**config.mk**
```make
export PLATFORM = sky130hd
export DESIGN_NAME = reg_file_sb
export DESIGN_NICKNAME = d
export VERILOG_FILES = /design/src/rtl/cpu_pkg.sv /design/src/rtl/rf_scoreboard.sv /design/src/rtl/reg_file_sb.sv
export SDC_FILE = /design/constraint.sdc
export NUM_CORES = 1
export LEC_CHECK = 0
export BUFFER_PORTS_ARGS = -buffer_cell sky130_fd_sc_hd__buf_2
export CORE_AREA = 2 2 100 175
export DETAILED_ROUTE_END_ITERATION = 7
export DIE_AREA = 0 0 102 177
export GPL_TIMING_DRIVEN = 0
export SETUP_SLACK_MARGIN = 0.05
export SKIP_CTS_REPAIR_TIMING = 1
export SYNTH_ARGS = -nofsm -noshare
export SYNTH_HDL_FRONTEND = slang
export SYNTH_SLANG_ARGS = --single-unit
```
**constraint.sdc**
```tcl
create_clock -name CLK -period 3.55 [get_ports CLK]
set_clock_uncertainty 0.15 [all_clocks]
set_input_delay 0 -clock CLK [delete_from_list [all_inputs] [get_ports CLK]]
set_output_delay 0 -clock CLK [all_outputs]
set_load 0.01 [all_outputs]
```
**src/rtl/cpu_pkg.sv**
```systemverilog
// Shared CPU datapath definitions: default register file geometry and the
// register-number type used by the decoder and the register file.
package cpu_pkg;

    localparam int CPU_DATA_W = 8;
    localparam int CPU_DEPTH  = 8;
    localparam int CPU_ADDR_W = $clog2(CPU_DEPTH);

    // Register number as produced by the instruction decoder.
    typedef logic [CPU_ADDR_W-1:0] reg_addr_t;

endpackage

```
**src/rtl/rf_scoreboard.sv**
```systemverilog
// Busy-bit scoreboard for the register file. Tracks in-flight destination
// registers, refuses reservations of registers still in flight, reports
// read hazards and keeps a registered population count of busy bits.
// A write in the same cycle releases its register first, so a reservation
// or read of that register sees it free (release-then-reserve).
module rf_scoreboard #(
    parameter int DEPTH    = 8,
    parameter int ADDR_W   = 3,
    parameter bit ZERO_REG = 1'b0
) (
    input  logic              CLK,
    input  logic              RESET,
    input  logic              write,
    input  logic [ADDR_W-1:0] waddr,
    input  logic              reserve,
    input  logic [ADDR_W-1:0] rsv_addr,
    input  logic [ADDR_W-1:0] rd1_addr,
    input  logic [ADDR_W-1:0] rd2_addr,
    output logic              busy1,
    output logic              busy2,
    output logic              rsv_stall,
    output logic [ADDR_W:0]   busy_cnt
);

    logic [DEPTH-1:0] busy_reg;
    logic [DEPTH-1:0] busy_next;
    logic [DEPTH-1:0] rel_vec;
    logic [DEPTH-1:0] set_vec;
    logic [DEPTH-1:0] busy_eff;
    logic [ADDR_W:0]  cnt_reg;
    logic [ADDR_W:0]  cnt_next;
    logic             stall_raw;
    logic             rsv_ok;
    logic             inc;
    logic             dec;

    // Refusal is decided against the busy view after this cycle's release.
    assign stall_raw = reserve & busy_eff[rsv_addr];
    assign rsv_ok    = reserve & ~stall_raw;

    genvar gi;
    generate
        for (gi = 0; gi < DEPTH; gi++) begin : g_bits
            assign rel_vec[gi]  = write && (waddr == ADDR_W'(gi));
            assign busy_eff[gi] = busy_reg[gi] & ~rel_vec[gi];
            // A hardwired-zero register accepts reservations but never goes busy.
            if (ZERO_REG && gi == 0) begin : g_zero
                assign set_vec[gi] = 1'b0;
            end else begin : g_norm
                assign set_vec[gi] = rsv_ok && (rsv_addr == ADDR_W'(gi));
            end
        end
    endgenerate

    // An accepted reservation always sets a bit that is clear after release,
    // and a write only lowers the count when it frees a bit that was set.
    assign inc       = |set_vec;
    assign dec       = write & busy_reg[waddr];
    assign busy_next = busy_eff | set_vec;
    assign cnt_next  = cnt_reg + {{ADDR_W{1'b0}}, inc} - {{ADDR_W{1'b0}}, dec};

    // Busy vector and busy count update; reset clears both.
    always_ff @(posedge CLK) begin
        if (RESET) begin
            busy_reg <= '0;
            cnt_reg  <= '0;
        end else begin
            busy_reg <= busy_next;
            cnt_reg  <= cnt_next;
        end
    end

    // Hazard and stall flags are suppressed while reset is held.
    assign busy1     = ~RESET & busy_eff[rd1_addr];
    assign busy2     = ~RESET & busy_eff[rd2_addr];
    assign rsv_stall = ~RESET & stall_raw;
    assign busy_cnt  = cnt_reg;

endmodule

```
**src/rtl/reg_file_sb.sv**
```systemverilog
// Register file with integrated scoreboard: DEPTH x DATA_W storage, two
// combinational read ports with optional write bypass, one synchronous write
// port, optional hardwired-zero register 0, and busy-bit hazard tracking.
module reg_file_sb
    import cpu_pkg::*;
#(
    parameter int  DATA_W   = CPU_DATA_W,
    parameter int  DEPTH    = CPU_DEPTH,
    parameter bit  BYPASS   = 1'b1,
    parameter bit  ZERO_REG = 1'b0,
    localparam int ADDR_W   = $clog2(DEPTH)
) (
    input  logic              CLK,
    input  logic              RESET,
    input  logic              WRITE,
    input  logic [ADDR_W-1:0] INADDRESS,
    input  logic [DATA_W-1:0] IN,
    input  logic [ADDR_W-1:0] OUT1ADDRESS,
    input  logic [ADDR_W-1:0] OUT2ADDRESS,
    output logic [DATA_W-1:0] OUT1,
    output logic [DATA_W-1:0] OUT2,
    output logic              BUSY1,
    output logic              BUSY2,
    input  logic              RESERVE,
    input  logic [ADDR_W-1:0] RSVADDRESS,
    output logic              RSV_STALL,
    output logic [ADDR_W:0]   BUSY_CNT
);

    logic [DATA_W-1:0] mem_reg [DEPTH];
    logic              wr_en;

    // Writes to a hardwired-zero register 0 are dropped.
    assign wr_en = WRITE && !(ZERO_REG && INADDRESS == '0);

    // Storage update; every register is cleared on reset so reads return 0.
    always_ff @(posedge CLK) begin
        if (RESET) begin
            for (int i = 0; i < DEPTH; i++) begin
                mem_reg[i] <= '0;
            end
        end else if (wr_en) begin
            mem_reg[INADDRESS] <= IN;
        end
    end

    // Read port 1: stored value, then bypass, then the zero-register override.
    always_comb begin
        OUT1 = mem_reg[OUT1ADDRESS];
        if (BYPASS && WRITE && OUT1ADDRESS == INADDRESS) begin
            OUT1 = IN;
        end
        if (ZERO_REG && OUT1ADDRESS == '0) begin
            OUT1 = '0;
        end
    end

    // Read port 2: same priority as port 1.
    always_comb begin
        OUT2 = mem_reg[OUT2ADDRESS];
        if (BYPASS && WRITE && OUT2ADDRESS == INADDRESS) begin
            OUT2 = IN;
        end
        if (ZERO_REG && OUT2ADDRESS == '0) begin
            OUT2 = '0;
        end
    end

    rf_scoreboard #(
        .DEPTH   (DEPTH),
        .ADDR_W  (ADDR_W),
        .ZERO_REG(ZERO_REG)
    ) u_sb (
        .CLK      (CLK),
        .RESET    (RESET),
        .write    (WRITE),
        .waddr    (INADDRESS),
        .reserve  (RESERVE),
        .rsv_addr (RSVADDRESS),
        .rd1_addr (OUT1ADDRESS),
        .rd2_addr (OUT2ADDRESS),
        .busy1    (BUSY1),
        .busy2    (BUSY2),
        .rsv_stall(RSV_STALL),
        .busy_cnt (BUSY_CNT)
    );

endmodule

```
==> Yosys cells after proc, flatten, opt, wreduce, memory -nomap -nowiden <==
Memory sizes are Yosys's and may differ from the RTL's.
Cells that the tools add are included.
{ "classes": {"n_eq_ne": 16, "add_sub_neg": 2, "bitwise": 25, "magnitude_cmp": 4, "n_reduce_logical": 22, "mux": 18} }
{ "op_table": {"columns": ["operator", "n"], "rows": [
  ["3-bit == test, second input constant", 8],
  ["8-bit 2-to-1 mux", 3],
  ["1-bit logical AND", 18],
  ["3-bit by 4-bit less-than comparator with 1-bit output, second input constant", 4],
  ["8-bit OR reduction", 2],
  ["1-bit bitwise AND", 14],
  ["1-bit binary-select mux with 3-bit select", 4],
  ["3-bit by 2-bit == test with 1-bit output, second input constant", 4],
  ["1-bit 2-to-1 mux", 10],
  ["1-bit inverter", 10],
  ["8-bit OR", 1],
  ["3-bit by 1-bit == test with 1-bit output, second input constant", 2],
  ["3-bit == test", 2],
  ["3-bit zero test", 2],
  ["4-bit by 1-bit adder with 4-bit output", 1],
  ["4-bit by 1-bit subtractor with 4-bit output", 1],
  ["3-bit 2-to-1 mux", 1]
]} }
{ "word_totals": {"ramBits": 64, "regBits": 12, "elab_cells": 90, "input_bits": 24, "memories": 1} }
{ "mem_list": {"columns": ["memory", "words", "width", "read_ports", "rd_ports_with_merged_regs", "wr", "line_no", "source"], "rows": [
  ["mem_reg", 8, 8, 2, 0, 8, "reg_file_sb.sv:30", "logic [DATA_W-1:0] mem_reg [DEPTH];"]
]} }

==> Logic depth before layout (Yosys ltp) <==
{ "depth": {"word_depth": 13, "depth_mapped": 11, "mapped_depth_nobuf": 10} }

==> Hierarchy <==
Synthesis repeated with hierarchy kept, for this count alone.
{ "hier_totals": {"hier_cells": 340, "hier_area_um2": 4708.3} }
{ "by_module_without_submodules": {"columns": ["mod", "n_inst", "cells_each", "area_each_um2", "seq_area_each_um2"], "rows": [
  ["reg_file_sb", 1, 233, 3761.1, 1921.8],
  ["rf_scoreboard", 1, 107, 947.2, 240.2]
]} }

==> Worst setup path before layout <==
Ideal clock, no wire load.
{ "synth_path": {"path_type": "flip-flop to flip-flop", "from": "reg u_sb.busy_reg[7]", "to": "reg u_sb.cnt_reg[2] (netlist: u_sb.busy_cnt[2])", "period_less_slack_ns": 2.292, "path_stages_with_launch": 11, "t_arrival_ns": 2.014, "required_time_ns": 3.272, "setup_slack_ns": 1.258, "path_cell_list": "dfxtp_1 -> mux4_2 -> mux2i_1 -> nor2b_1 -> ha_1 -> inv_1 -> ha_1 -> inv_1 -> fa_1 -> xor2_1 -> nor2_1"} }
{ "synth_between": {"elab_chain_len": 10} }
{ "synth_lines": {"columns": ["item", "line_no", "source"], "rows": [
  ["from (decl)", "rf_scoreboard.sv:25", "logic [DEPTH-1:0] busy_reg;"],
  ["from (signal assigned)", "rf_scoreboard.sv:68", "busy_reg <= busy_next;"],
  ["1-bit bitwise AND", "rf_scoreboard.sv:45", "assign busy_eff[gi] = busy_reg[gi] & ~rel_vec[gi];"],
  ["1-bit binary-select mux with 3-bit select", "rf_scoreboard.sv:38", "assign stall_raw = reserve & busy_eff[rsv_addr];"],
  ["1-bit 2-to-1 mux (not written as such)", "rf_scoreboard.sv:38", null],
  ["1-bit bitwise AND", "rf_scoreboard.sv:38", null],
  ["1-bit inverter", "rf_scoreboard.sv:39", "assign rsv_ok = reserve & ~stall_raw;"],
  ["1-bit bitwise AND", "rf_scoreboard.sv:39", null],
  ["1-bit logical AND", "rf_scoreboard.sv:50", "assign set_vec[gi] = rsv_ok && (rsv_addr == ADDR_W'(gi));"],
  ["8-bit OR reduction", "rf_scoreboard.sv:57", "assign inc = |set_vec;"],
  ["4-bit by 1-bit adder with 4-bit output", "rf_scoreboard.sv:60", "assign cnt_next = cnt_reg + {{ADDR_W{1'b0}}, inc} - {{ADDR_W{1'b0}}, dec};"],
  ["4-bit by 1-bit subtractor with 4-bit output (*)", "rf_scoreboard.sv:60", null],
  ["to (signal assigned)", "rf_scoreboard.sv:69", "cnt_reg <= cnt_next;"],
  ["to (decl)", "rf_scoreboard.sv:30", "logic [ADDR_W:0] cnt_reg;"]
]} }
Mark *: on every way between the ends. The rest lies on a longest branch, timed or not. The select of a mux whose other input is x is not followed.
A chain may end at the register's enable or synchronous reset.

==> Worst setup path in the final report <==
{ "layout_path": {"from": "reg u_sb.busy_reg[3]", "to": "reg u_sb.cnt_reg[2] (netlist: u_sb.busy_cnt[2])"} }
Same word-level chain as after synthesis.

==> results.ini <==
[timing]
finalSetupViolations = 0
hold_ws_ps = -25.1
worstMarginPinSlew_ps = 834
rsz0062_at_grt = no
clock.fmax_ghz = 0.405
final_max_slew_viol_count = 0
slew_headroom_pct = 43.9
finalSetupTns_ps = 0
fin_crit_ps = 2470
finalHoldViolCount = 8
fin_crit_sh_pct = 69.5

[die]
rows = 63
fp.coreArea_um2 = 16700
initial_core_util_pct = 28.4
die_w_um = 102
die_y_um = 177
die_area_um2 = 18100
io_pins = 47

[flow_run]
maxCapViolations = 0

[power_and_ir_drop]
switching_share_pct = 27.0
comb_power_share_pct = 18.2
p_switching_mw = 0.659
leakage_nw = 2.06
clkPwrFrac_pct = 38.1
sequentialPowerShare_pct = 43.7
power_density_nw_per_um2 = 432
power_mw = 2.44
p_int_mw = 1.78
ir_drop_uv = 220

[layout]
num-nets-final = 470
fill_cells = 1744
layout-drive-gt1-share_pct = 28.5
num_antenna_cells = 0
regArea_um2 = 2160
area_growth_pct = 19.1
stdcell_count = 673
largest_register_ffs = 64
finish.instance_area_um2 = 5650
multiInputGateArea_um2 = 2400

[yosys]
synthTopCellsByArea = edfxtp_1 40%, mux4_2 15%, and2_1 8.6%, dfxtp_1 5.1%, mux2i_1 4.8%
ys.flop_type = edfxtp_1
ys.warnings.count = 0
yosysUniqueCellTypes = 50
netlist_instances = 376
synth_top_area_share_pct = 40.5
synth_top_area_cell = edfxtp_1
synth-seq-cells = 76
synth-async-reset-ratio_pct = 0
syn_area_per_cell_um2 = 12.6
netlist_area_um2 = 4750
synth_seq_area_share_pct = 45.5
synth_edf_count = 64
synthesis.nets = 405

[worst_setup_path]
r2r_start = u_sb.busy_reg[3]
reg2reg_to = u_sb.busy_cnt[2]
reg2reg_slack_ps = 1080
cp_max_fo = 5
arrival_ps = 2530
critPathKind = reg -> reg
reg2reg_depth = 10
start_kind = flop
slowest_delay_ps = 500
cp.required_ps = 3610
crit_chain = mux4_2 > mux2i_1 > nor2b_1 > ha_1 > inv_1 > ha_1 > inv_1 > fa_1 > xor2_1 > nor2_1
worstSetupEndpointType = flop
slowest_stage = mux4_2

[route]
ant_nets = 0
vias = 3397
drt_iter0_drc = 193
firstDrtPassIters = 4
drc = 0
drt-total-wl_um = 13200
viasPerCell = 5.05
wl_per_cell_um = 19.6

[global_routing]
overflow = 0
grt_use_total_pct = 15.5
grt_pass1_vias = 3545
grt_antenna_before_repair = 0
grt_pass1_wl_um = 20400
grt_max_degree = 15

[clock_network]
clock_path_buffers = 2
cts_buffers = 9
cts_num_sinks = 76
cts-root-buf = clkbuf_16
tritoncts = yes
cts-htree-levels = 3
clk_latency_ps = 330
clk_pin_slew_ps = 60

[min_path]
hold_path_end = mem_reg[4][5]
hp-start = IN[5]
hold_path_class = in -> reg
whs_path_depth = 2

[placed_design]
dp_hpwl_um = 9760
gp_congestion = 0.918
io_buffers = 44
dp_cells = 647
place_area_um2 = 5250

[run_status]
outcome = complete, but fails checks
violations = negative hold slack

-- layout make-up --
| type | count | share of cell area [%] |
|---|---|---|
| clock buffer | 10 | 4.05 |
| multi-input combinational | 267 | 42.4 |
| buffer | 21 | 2.52 |
| timing repair buffer | 54 | 5.66 |
| clock inverter | 6 | 1.28 |
| tap | 227 | 5.02 |
| inverter | 12 | 0.797 |
| sequential | 76 | 38.2 |
-- cell usage after synthesis (all sizes together) (3+ instances only) --
library cell and instances:
nor3 6, nand2b 13, clkbuf 3, inv 12, and2 65, dfxtp 12
nand2 8, nor2 25, or2 4, nand4 4, mux4 34, xnor2 7
buf 18, edfxtp 64, o21ai 5, mux2i 23, nor2b 7, ha 4
a21oi 23, a32oi 3
-- layer usage --
layer | up-vias | part of all wire [%] | global-route usage [%]
met1 | 1687 | 38 | 18.3
li1 | 1558 | - | -
met2 | 130 | 53 | 27.5
met5 | - | 0 | 0
met3 | 22 | 5.2 | 2.49
met4 | 0 | 3.0 | 6.06
-- how the worst max path moves through the flow --
stage / start / cells after the start / slack, ps / to
final: u_sb.busy_reg[3] / 10 / 1080 / u_sb.busy_cnt[2]
after global routing: u_sb.busy_reg[3] / 10 / 910 / u_sb.busy_cnt[2]
after CTS: u_sb.busy_reg[3] / 10 / 1060 / u_sb.busy_cnt[2]
after detailed placement: u_sb.busy_reg[3] / 10 / 1090 / u_sb.busy_cnt[2]
after global placement: u_sb.busy_reg[0] / 10 / 1110 / u_sb.busy_cnt[2]
after floorplan: u_sb.busy_reg[7] / 10 / 1260 / u_sb.busy_cnt[2]
-- stage by stage --
stage          utilization, %  setup WS (ps)
2_1_floorplan               -           1260
3_3_place_gp             31.4           1110
5_1_grt                  33.8            914
6_report                 33.8           1080
3_5_place_dp             31.4           1090
4_1_cts                  33.2           1060
-- cell families after synthesis --
family	share of synthesized area [%]
AND/OR/NAND/NOR	19.7
flip-flops	45.5
multiplexers	21.1
AO/OA/AOI/OAI	6.56
buffers and inverters	3.95
XOR/XNOR	1.66
adder cells (fa/ha/maj)	1.48
-- power by group through the flow --
stage | registers (mW) | logic (mW) | clock network [mW]
finish | 1.07 | 0.445 | 0.931
global route | 1.08 | 0.485 | 0.979
CTS | 1.07 | 0.440 | 0.942
detailed placement | 1.09 | 0.438 | 0
global placement | 1.08 | 0.429 | 0
floorplan | 1.08 | 0.280 | 0
-- worst max-delay path, delay by kind of cell (launching register included) --
| kind | cells | cell delay (ps) |
|---|---|---|
| adders and majority gates | 3 | 820 |
| muxes | 2 | 640 |
| DFF | 1 | 380 |
| xor gates and xnor gates | 1 | 140 |
| and+or+nand+nor | 2 | 120 |
| buffers and inverters | 2 | 120 |
-- placed cells by master (no fill, tap or decap), types with 7 or more instances in the layout --
master	synthesis	routed
nand2_1	7	7
inv_1	12	12
a21oi_1	23	23
nor2b_1	7	7
clkbuf_16	0	9
mux2i_1	23	23
mux4_2	32	32
and2_1	65	65
xnor2_1	7	7
dfxtp_1	12	12
nand2b_1	13	13
edfxtp_1	64	64
dlygate4sd3_1	0	10
buf_2	9	53
nor2_1	25	25
Power figures use the tool's default switching activity.
